--- src/rtl/programmer_master.sv ---
// programmer_master: SPI mode-0 master that shifts one NUM_BITS configuration word out LSB first.
// Latency: CS falls one cycle after an accepted start; CS stays low CS_SETUP+(2*NUM_BITS-1)*CLK_DIV+CS_HOLD cycles.
// Backpressure: start is honoured only while busy=0; a start during a frame is dropped, not queued.
// Ports: clk/reset (async, active low), start + data_in (frame request), busy/done (status),
//        SCLK/SDI/CS (SPI pins to the programmer slave). Every output comes straight from a flop.
module programmer_master #(
  parameter int NUM_BITS = 59,
  parameter int CLK_DIV  = 2,
  parameter int CS_SETUP = 2,
  parameter int CS_HOLD  = 2,
  parameter int CS_IDLE  = 2
) (
  input  logic                clk,
  input  logic                reset,
  input  logic                start,
  input  logic [NUM_BITS-1:0] data_in,
  output logic                busy,
  output logic                done,
  output logic                SCLK,
  output logic                SDI,
  output logic                CS
);

  // One shared phase counter serves every timed state, so size it for the longest phase.
  localparam int MAX_AB  = (CLK_DIV > CS_SETUP) ? CLK_DIV : CS_SETUP;
  localparam int MAX_CD  = (CS_HOLD > CS_IDLE) ? CS_HOLD : CS_IDLE;
  localparam int CNT_MAX = (MAX_AB > MAX_CD) ? MAX_AB : MAX_CD;
  localparam int CNT_W   = (CNT_MAX > 1) ? $clog2(CNT_MAX) : 1;
  localparam int BIT_W   = $clog2(NUM_BITS + 1);

  localparam logic [CNT_W-1:0] SETUP_LAST = CNT_W'(CS_SETUP - 1);
  localparam logic [CNT_W-1:0] DIV_LAST   = CNT_W'(CLK_DIV - 1);
  localparam logic [CNT_W-1:0] HOLD_LAST  = CNT_W'(CS_HOLD - 1);
  localparam logic [CNT_W-1:0] IDLE_LAST  = CNT_W'(CS_IDLE - 1);
  localparam logic [BIT_W-1:0] BITS_ALL   = BIT_W'(NUM_BITS);

  typedef enum logic [2:0] {
    IDLE  = 3'd0,
    SETUP = 3'd1,
    HIGH  = 3'd2,
    LOW   = 3'd3,
    HOLD  = 3'd4,
    GAP   = 3'd5
  } state_t;

  state_t              state;
  logic [NUM_BITS-1:0] shreg;
  logic [CNT_W-1:0]    cnt;
  logic [BIT_W-1:0]    bit_cnt;

  always_ff @(posedge clk or negedge reset) begin
    if (!reset) begin
      state   <= IDLE;
      CS      <= 1'b1;
      SCLK    <= 1'b0;
      SDI     <= 1'b0;
      busy    <= 1'b0;
      done    <= 1'b0;
      shreg   <= '0;
      cnt     <= '0;
      bit_cnt <= '0;
    end else begin
      done <= 1'b0;
      case (state)
        IDLE: begin
          if (start) begin
            shreg   <= data_in;
            SDI     <= data_in[0];
            CS      <= 1'b0;
            busy    <= 1'b1;
            cnt     <= '0;
            bit_cnt <= '0;
            state   <= SETUP;
          end
        end

        SETUP: begin
          if (cnt == SETUP_LAST) begin
            cnt     <= '0;
            SCLK    <= 1'b1;
            bit_cnt <= bit_cnt + BIT_W'(1);
            state   <= HIGH;
          end else begin
            cnt <= cnt + CNT_W'(1);
          end
        end

        HIGH: begin
          if (cnt == DIV_LAST) begin
            cnt  <= '0;
            SCLK <= 1'b0;
            if (bit_cnt < BITS_ALL) begin
              // shreg[1] is the bit that sits in shreg[0] after this shift. Rotating
              // rather than zero-filling is harmless: the top bits are never sent.
              SDI   <= shreg[1];
              shreg <= {shreg[0], shreg[NUM_BITS-1:1]};
              state <= LOW;
            end else begin
              // Last bit stays on SDI through the hold time.
              state <= HOLD;
            end
          end else begin
            cnt <= cnt + CNT_W'(1);
          end
        end

        LOW: begin
          if (cnt == DIV_LAST) begin
            cnt     <= '0;
            SCLK    <= 1'b1;
            bit_cnt <= bit_cnt + BIT_W'(1);
            state   <= HIGH;
          end else begin
            cnt <= cnt + CNT_W'(1);
          end
        end

        HOLD: begin
          if (cnt == HOLD_LAST) begin
            cnt   <= '0;
            CS    <= 1'b1;
            SDI   <= 1'b0;
            done  <= 1'b1;
            state <= GAP;
          end else begin
            cnt <= cnt + CNT_W'(1);
          end
        end

        GAP: begin
          // CS is then high for CS_IDLE+1 cycles before the next frame can pull it low.
          if (cnt == IDLE_LAST) begin
            cnt   <= '0;
            busy  <= 1'b0;
            state <= IDLE;
          end else begin
            cnt <= cnt + CNT_W'(1);
          end
        end

        default: begin
          state <= IDLE;
        end
      endcase
    end
  end

endmodule
--- config.mk ---
export PLATFORM = sky130hd
export DESIGN_NAME = programmer_master
export DESIGN_NICKNAME = d
export VERILOG_FILES = /design/src/rtl/programmer_master.sv
export SDC_FILE = /design/constraint.sdc
export NUM_CORES = 1
export LEC_CHECK = 0
export CELL_PAD_IN_SITES_DETAIL_PLACEMENT = 0
export CELL_PAD_IN_SITES_GLOBAL_PLACEMENT = 2
export CORE_UTILIZATION = 37
export CTS_BUF_LIST = sky130_fd_sc_hd__clkbuf_8
export CTS_CLUSTER_SIZE = 14
export DETAILED_ROUTE_END_ITERATION = 16
export GPL_ROUTABILITY_DRIVEN = 0
export PLACE_DENSITY = 0.93
export SETUP_SLACK_MARGIN = 0.02
export SYNTH_ARGS = -nofsm -noshare
export SYNTH_HDL_FRONTEND = slang
export SYNTH_SLANG_ARGS = --single-unit
--- constraint.sdc ---
create_clock -name clk -period 4.8 [get_ports clk]
set_input_delay 0.96 -clock clk [delete_from_list [all_inputs] [get_ports clk]]
set_output_delay 0.96 -clock clk [all_outputs]
set_load 0.01 [all_outputs]
==> run summary <==
Worst Tran Pin Value -> 0.977 ns
CP Class -> input pin to flop
Tightest slew margin relative to the limit -> 34.9%
Worst Hold Path Cells -> 2
Most frequent cells in the layout -> dfrtp_1 (73), nand2_1 (66), clkdlybuf4s50_1 (65)
TritonRoute pass-1 iters -> 6
VDD IR max -> 0.000377 V
Outcome -> finished, final reports clean
FF-to-FF Start -> state[1]$_DFFE_PN0P_
Final Skew -> 0.00757 ns
Slowest stage delay, CP -> 0.56 ns
Post-Synthesis Cells -> 340
Num CTS Buffers -> 9
DRT iter0 DRCs -> 137
TritonCTS sink count -> 74
Max cap viols -> 0
Int Pwr -> 1860 uW
CP Cell Sequence -> clkdlybuf4s50_1, nor4b_4, a41oi_4, buf_12, o221ai_1
Final wirelength -> 6750 um
Post-synth EDFFs -> 0
Yosys warns -> 0
Global-route wire length before repair -> 11600 um
Pwr Total -> 2960 uW
Final Max Tran Viols -> 0
Root Driver -> clkbuf_8
DR DRC count -> 0
Hold buffer count at cts -> 0
Top cell type's share of synthesized area -> 51.2%
Final Critical Period -> 2.60 ns
Clock buffer depth -> 2
Die ar. -> 10000 um2
Power Density -> 655 nW/um2
Starting density of the core -> 38.4%
Synthesis-to-finish area growth -> 26.9%
Commonest non-fill, non-tap cell in the layout -> dfrtp_1
Syn nets -> 403
Mapped Area -> 3570 um2
Post-CTS setup buffer count -> 0
Most common flop cell mapped by yosys -> dfrtp_1
Net Sw Frac -> 37.4%
DP HPWL -> 4430 um
Slowest cell on crit path -> a41oi_4
Leak -> 0.00204 uW
Core area -> 9280 um2
Reg2Reg Capture Point -> shreg[24]$_DFFE_PN0P_
Synth top area cells -> dfrtp_1 (51%), mux2i_1 (16%), nand2_1 (6.9%)
Fillers -> 896
Cts repair resizes -> 0
Grt ovf -> 0
Fin crit share -> 54.3%
R2R depth -> 4
Gr usage total -> 15.0%
Combinational power share -> 42.7%
Startpoint Class -> input pin
Final Hold Fails -> 0
NumNets Final -> 457
Max Clock Freq -> 0.384 GHz
# IOs -> 67
Vias in the first global route -> 2466
Register-to-register setup slack -> 2.41 ns
Clock power share -> 20.2%
Routed Antenna Nets -> 0
Layout cell share with drive strength beyond 1 -> 6.77%
Async set-reset flop share out of synthesis -> 100%
Clock tree from TritonCTS -> yes
Wire per inst -> 12.8 um
Hold path startpoint -> shreg[55]$_DFFE_PN0P_
Seq/Total Area, Yosys -> 52.0%
Clock-pin transition on the worst setup and hold timing paths -> 0.08 ns
Worst-skew pair later-pin latency -> 0.34 ns
Finish-stage setup viols -> 0
Worst path arrival time -> 2.80 ns
Setup TNS -> 0 ns
Vias per cell -> 4.77
Psw -> 1110 uW
Std-Cell Rows -> 35
Via count -> 2516
Die Wd -> 100 um
Worst Setup End Kind -> flop
Largest net degree at the start of global routing -> 97
Yosys top cell by area -> dfrtp_1
Hold EP -> shreg[55]$_DFFE_PN0P_
Flop pwr share -> 37.1%
Diode count -> 0
H-tree lvl count -> 3
Synth cell types -> 40
Avg Synthesized Cell Area -> 10.5 um2
Synth Register Bits -> 74
Worst EP required -> 4.99 ns
Unrepaired setup endpoints after global routing -> no
Crit Path Max Fanout -> 96
Chip Height -> 100 um
Input/output buffers -> 66
Worst min-delay path class -> flop to flop
Initial antenna violation count -> 0
-- power groups by stage --
stage	clock, uW	sequential (uW)	combinational (uW)
final	598	1100	1270
after global routing	644	1140	1450
after CTS	616	1100	1290
after detailed placement	0	1110	1290
after global placement	0	1100	1260
after floorplan	0	1030	1130
-- per-layer routing --
layer / GRT usage, % / share of wire [%] / up-vias / routed length, um
li1: - / - / 1290 / -
met1: 20.7 / 50 / 1179 / 3380
met2: 22.2 / 45 / 43 / 3020
met3: 3.97 / 4.3 / 4 / 291
met4: 6.35 / 0.90 / 0 / 61
met5: 0 / 0 / - / 0
-- worst max-delay path, delay by kind of cell --
| family | cells | cell delay (ns) |
|---|---|---|
| buffers and inverters | 2 | 0.86 |
| AO/OA/AOI/OAI | 2 | 0.74 |
| AND/OR/NAND/NOR | 1 | 0.19 |
-- per-stage QoR --
| stage | worst slack (ns) | hold slack [ns] | util, % | area, um2 | cells |
|---|---|---|---|---|---|
| after floorplan | 2.82 | 0.441 | - | 3570 | 340 |
| after global placement | 1.85 | 0.461 | 46.0 | 4270 | 512 |
| after detailed placement | 1.85 | 0.470 | 46.0 | 4270 | 512 |
| after CTS | 2.21 | 0.486 | 48.7 | 4520 | 528 |
| after global routing | 2.04 | 0.498 | 48.7 | 4520 | 528 |
| final | 2.20 | 0.480 | 48.7 | 4520 | 528 |
-- flip-flops by register name, indices dropped and copies added (netlist names) --
name	cells
SCLK	1
bit_cnt	6
busy	1
CS	1
SDI	1
state	3
shreg	59
done	1
cnt	1
-- cells by family (layout without fill, tap and decap cells) --
logic type                 count (synthesis)  count (layout)  synth area share (%)
AOI/OAI and AO/OA                         81              81                  13.4
buffers and inverters                     29              88                  4.56
xor gates and xnor gates                   5               5                  1.23
and+or+nand+nor                           92              92                  12.2
adders and majority gates                  1               1                 0.351
DFF                                       74              74                  52.0
muxes                                     58              58                  16.3
-- synthesized netlist by cell type (4+ instances only) --
master,n
nand2_1,66
o21ai_0,45
clkbuf_1,7
nor2_1,5
mux2i_1,58
buf_6,4
buf_2,9
inv_1,4
dfrtp_1,73
o21ai_1,20
a211oi_1,4
-- area by class of cell --
cell class              instances  area, um2  share of cell area, %
clock buffers                  11        151                   3.35
flip-flops and latches         74       1850                   41.0
multi-input cells             237       1560                   34.4
inverters                       4       15.0                  0.332
clock inverters                 5        101                   2.24
well taps                     129        161                   3.57
repair buffers                 68        686                   15.2
-- worst max-delay path by stage --
| stage | start | endpoint | slack [ns] | depth (start not counted) |
|---|---|---|---|---|
| 2_1_floorplan | start | bit_cnt[5]$_DFFE_PN0P_ | 2.82 | 4 |
| 4_1_cts | start | state[0]$_DFFE_PN0P_ | 2.21 | 5 |
| 6_report | start | state[0]$_DFFE_PN0P_ | 2.20 | 5 |
| 3_5_place_dp | start | state[0]$_DFFE_PN0P_ | 1.85 | 5 |
| 5_1_grt | start | state[0]$_DFFE_PN0P_ | 2.04 | 5 |
| 3_3_place_gp | start | state[0]$_DFFE_PN0P_ | 1.85 | 5 |
Note: power is estimated with default switching activity, not from simulation.
